==> config.mk <==
export PLATFORM = sky130hd
export DESIGN_NAME = serial_word_collector
export DESIGN_NICKNAME = d
export VERILOG_FILES = /design/src/rtl/serial_word_collector.sv
export SDC_FILE = /design/constraint.sdc
export NUM_CORES = 1
export LEC_CHECK = 0
export BUFFER_PORTS_ARGS = -buffer_cell sky130_fd_sc_hd__buf_2
export CAP_MARGIN = 20
export CORE_MARGIN = 2
export CORE_UTILIZATION = 27
export CTS_CLUSTER_DIAMETER = 50
export DETAILED_ROUTE_END_ITERATION = 12
export GPL_TIMING_DRIVEN = 0
export PLACE_DENSITY = 0.44
export SLEW_MARGIN = 20
export SYNTH_ARGS = -nofsm -noshare
export SYNTH_HDL_FRONTEND = slang
export SYNTH_SLANG_ARGS = --single-unit
==> constraint.sdc <==
create_clock -name clk -period 1.9 [get_ports clk]
set_input_delay 0.19 -clock clk [delete_from_list [all_inputs] [get_ports clk]]
set_output_delay 0.19 -clock clk [all_outputs]
set_load 0.05 [all_outputs]
==> src/rtl/serial_word_collector.sv <==
// Purpose : serial-to-parallel word collector fed by simple_shifter's serial_out (MSB- or LSB-first, frame aligned).
// Latency : word_valid rises 1 clk after the last bit of a word is accepted; 1 bit/clk sustained with word_ready=1.
// Backpres: one-entry output register; a word completing while that register is full is dropped and sets sticky overflow.
//
// Ports:
//   clk, rst_n                 clock, synchronous active-low reset
//   bit_in, bit_valid          serial bit and its qualifier
//   msb_first                  order for the next word (latched on its first bit)
//   frame_start                discard partial word, realign word boundary
//   word_out, word_valid,      assembled word with valid/ready handshake
//   word_ready
//   bit_count, busy            registered progress through the current word
//   overflow, overflow_clr     sticky dropped-word flag and its clear
module serial_word_collector #(
  parameter int WIDTH = 8
) (
  input  logic                       clk,
  input  logic                       rst_n,
  input  logic                       bit_in,
  input  logic                       bit_valid,
  input  logic                       msb_first,
  input  logic                       frame_start,
  output logic [WIDTH-1:0]           word_out,
  output logic                       word_valid,
  input  logic                       word_ready,
  output logic [$clog2(WIDTH)-1:0]   bit_count,
  output logic                       busy,
  output logic                       overflow,
  input  logic                       overflow_clr
);

  localparam int CNT_W = $clog2(WIDTH);

  logic [WIDTH-1:0] r_col;
  logic [CNT_W-1:0] r_cnt;
  logic             r_order;
  logic [WIDTH-1:0] r_word;
  logic             r_vld;
  logic             r_ovf;

  logic             w_order;
  logic [WIDTH-1:0] w_shift;
  logic [WIDTH-1:0] w_fs_col;
  logic             w_last;
  logic             w_complete;
  logic             w_free;
  logic [CNT_W-1:0] w_cnt_inc;

  always_comb begin
    // The first bit of a word follows msb_first directly; later bits use the latched order.
    w_order    = (r_cnt == '0) ? msb_first : r_order;
    w_shift    = w_order ? {r_col[WIDTH-2:0], bit_in} : {bit_in, r_col[WIDTH-1:1]};
    // A bit arriving with frame_start starts a fresh word from an all-zero collector.
    w_fs_col   = msb_first ? {{(WIDTH-1){1'b0}}, bit_in} : {bit_in, {(WIDTH-1){1'b0}}};
    w_last     = (r_cnt == CNT_W'(WIDTH-1));
    w_complete = bit_valid && !frame_start && w_last;
    // Output register can take a new word if empty or being drained this cycle.
    w_free     = !r_vld || word_ready;
    w_cnt_inc  = w_last ? '0 : r_cnt + CNT_W'(1);
  end

  always_ff @(posedge clk) begin
    if (!rst_n) begin
      r_col   <= '0;
      r_cnt   <= '0;
      r_order <= 1'b0;
      r_word  <= '0;
      r_vld   <= 1'b0;
      r_ovf   <= 1'b0;
    end else begin
      if (frame_start) begin
        if (bit_valid) begin
          r_col   <= w_fs_col;
          r_cnt   <= CNT_W'(1);
          r_order <= msb_first;
        end else begin
          r_col <= '0;
          r_cnt <= '0;
        end
      end else if (bit_valid) begin
        r_col <= w_shift;
        r_cnt <= w_cnt_inc;
        if (r_cnt == '0) begin
          r_order <= msb_first;
        end
      end

      if (w_complete && w_free) begin
        r_word <= w_shift;
        r_vld  <= 1'b1;
      end else if (r_vld && word_ready) begin
        r_vld <= 1'b0;
      end

      // Setting wins over clearing when both happen in one cycle.
      if (w_complete && !w_free) begin
        r_ovf <= 1'b1;
      end else if (overflow_clr) begin
        r_ovf <= 1'b0;
      end
    end
  end

  assign word_out   = r_word;
  assign word_valid = r_vld;
  assign bit_count  = r_cnt;
  assign busy       = (r_cnt != '0);
  assign overflow   = r_ovf;

endmodule

==> summary.md <==
| Metric | Value |
|---|---|
| Starting DRT DRC Count | `28` |
| Total CTS buffers | `3` |
| Avg Cell Area, Syn | `between 9 and 10 um^2` |
| Peak VDD IR | `0.0004253 V` |
| H-tree levels | `1` |
| Worst-path fanout max | `8` |
| Total track usage | `11.68%` |
| Core ar. | `~0.0034 mm^2` |
| Die Span Y | `63.27 um` |
| Clock Skew | `0.005510 ns` |
| Initial DRT Pass Iterations | `4` |
| Setup TNS | `0 ns` |
| Syn Inst Count | `99` |
| Status | `finished clean` |
| Synth top area cells | `dfxtp_1 46%, mux2i_1 12%, o21ai_0 6.3%` |
| Routed via count | `a little under 800` |
| Kind of critical path | `register to register` |
| Pleak | `0.5563 nW` |
| WP data arrival | `1.92 ns` |
| Area growth syn-to-layout | `25.73%` |
| NumNets Final | `137` |
| First-pass GRT wire length | `3.705 mm` |
| Critical path startpoint category | `register` |
| Final RePlAce weighted congestion | `roughly 0.7` |
| Post-DP HPWL | `1.556 mm` |
| Ys flop type | `dfxtp_1` |
| Number of synthesized flops with an enable pin | `0` |
| Max clock buf depth | `2` |
| I/O Buffers | `21` |
| Final hold vios | `0` |
| Root Driver | `clkbuf_4` |
| Hold crit path type | `primary input to register` |
| Flops & latches, synth | `22` |
| CTS clock-pin slew for the worst setup and hold paths | `0.13 ns` |
| Die ar. | `0.004002 mm^2` |
| CTS tree | `built` |
| Rel. slew slack | `70.99%` |
| Final Cycle Share | `approximately nine tenths` |
| Final setup violating endpoints | `0` |
| Core Rows | `21` |
| Achievable Freq | `580.3 MHz` |
| Non-filler instance count after layout | `171` |
| # hold bufs at CTS | `0` |
| IO Pins | `22` |
| Wire length per cell | `12.34 um` |
| DP Area | `roughly 0.0011 mm^2` |
| Placement Setup Slack | `0.07892 ns` |
| Placed insts | `166` |
| Post-layout minimum cycle time | `around 1.7 ns` |
| Share of cells above drive strength 1 | `25.60%` |
| Ys async rst share | `0%` |
| Vias per inst | `4.515` |
| Antenna diodes | `0` |
| Cell taking the most area after synthesis | `dfxtp_1` |
| PwrDens | `799.5 mW/mm^2` |
| Fin worst setup slack | `0.1769 ns` |
| Cell variety after synth | `22` |
| Antenna violations before repair | `0` |
| Final Cell Area | `0.001192 mm^2` |
| Antenna-violating nets left | `0` |
| Initial core utilization | `28.20%` |
| Post-Syn Area | `948.4 um^2` |
| Vias in the first global route | `785` |
| Syn_nets | `110` |
| Synth top cells by count | `22 x dfxtp_1, 12 x o21ai_0, 11 x mux2i_1` |
| Fin util | `between 30% and 40%` |
| Largest net degree at the start of global routing | `14` |
| Worst-Margin Slew | `0.4352 ns` |
| Total clock sinks | `22` |
| RSZ-0062 raised after global routing | `false` |
| Routed Wire Length | `roughly 2.1 mm` |
| CP Capture Type | `register` |
| Max cap viols | `0` |
| Fin. max-slew vios | `0` |
| Total grt overflow | `0` |
| DIE WIDTH | `63.27 um` |
| Worst EP required | `2.09 ns` |
| Tot Pwr | `0.9533 mW` |
| Most instantiated library cell after synthesis | `dfxtp_1` |
| Yosys warns | `0` |
| DRC violations left | `0` |
| Area share of the largest cell type after synthesis | `46.44%` |
| Clk Latency, worst-skew pair | `0.31 ns` |
| Min Hold Slack | `0.1693 ns` |
| Sequential-to-total area share from yosys stat | `46.44%` |
cells by family after synthesis:
| kind of cell | share of synthesized area, % |
|---|---|
| AOI/OAI and AO/OA | 19.39 |
| adders and majority gates | 3.958 |
| buffers and inverters | 4.222 |
| and+or+nand+nor | 12.01 |
| DFF | 46.44 |
| muxes | 13.98 |
worst paths after layout:
kind                     start            to  slack (ns)  cells after the start
setup / recovery  bit_count[0]      r_col[2]        0.18                      7
hold / removal           rst_n  bit_count[0]        0.17                      2
setup reg to reg  bit_count[0]      r_col[2]        0.18                      7
hold reg to reg       r_col[5]      r_col[5]        0.53                      2
report_power, final:
group | switching (mW) | internal [mW] | leakage [nW]
Sequential | 0.00737 | 0.471 | 0.179
Combinational | 0.0625 | 0.0475 | 0.350
Clock | 0.151 | 0.213 | 0.0279
Total | 0.221 | 0.732 | 0.556
flip-flops by register name, summed over array words and instances, names as in the netlist:
signal and count:
bit_count 3, overflow 1, r_col 8, r_order 1, word_out 8, word_valid 1
critical path, stage by stage (launching register included):
cell	delay (ns)
dfxtp_2	0.35
inv_1	0.08
ha_1	0.15
nor2b_4	0.18
mux2i_4	0.26
buf_12	0.15
mux2i_1	0.29
a211oi_1	0.12
cells in the final DEF (no fill, tap or decap), types with 2 or more instances in the layout:
| cell | synthesis | routed |
|---|---|---|
| buf_2 | 2 | 23 |
| dfxtp_1 | 22 | 21 |
| nor2_1 | 9 | 9 |
| ha_1 | 3 | 3 |
| nand2_1 | 2 | 2 |
| inv_1 | 5 | 5 |
| nand2b_1 | 2 | 2 |
| clkbuf_1 | 3 | 3 |
| nand3b_1 | 2 | 2 |
| a22o_1 | 2 | 2 |
| clkbuf_4 | 0 | 3 |
| a21boi_0 | 2 | 2 |
| a21oi_1 | 8 | 8 |
| a211oi_1 | 6 | 6 |
| o21ai_0 | 12 | 12 |
| nor2b_4 | 1 | 2 |
| mux2i_1 | 11 | 11 |
timing repair:
action                                  4_1_cts  5_1_grt
resized for setup                             0        2
buffers inserted                              0        1
endpoints found under the setup margin        0       11
routing by layer:
layer | wire (um) | part of all wire (%) | GRT usage (%)
met5 | 0 | 0 | 0
met4 | 16 | 0.76 | 2.446
met3 | 99 | 4.7 | 3.393
met2 | 935 | 44 | 17.82
met1 | 1059 | 50 | 16.41
layout make-up:
cell class	count	area (um^2)
buffer	5	21.27
clock buffer	3	22.52
clock inverter	1	30.03
fill	389	2171
inverter	5	18.77
multi-input combinational	67	475.5
sequential	22	441.7
tap	46	57.56
timing repair buffer	22	125.1
Power figures use the tool's default switching activity.
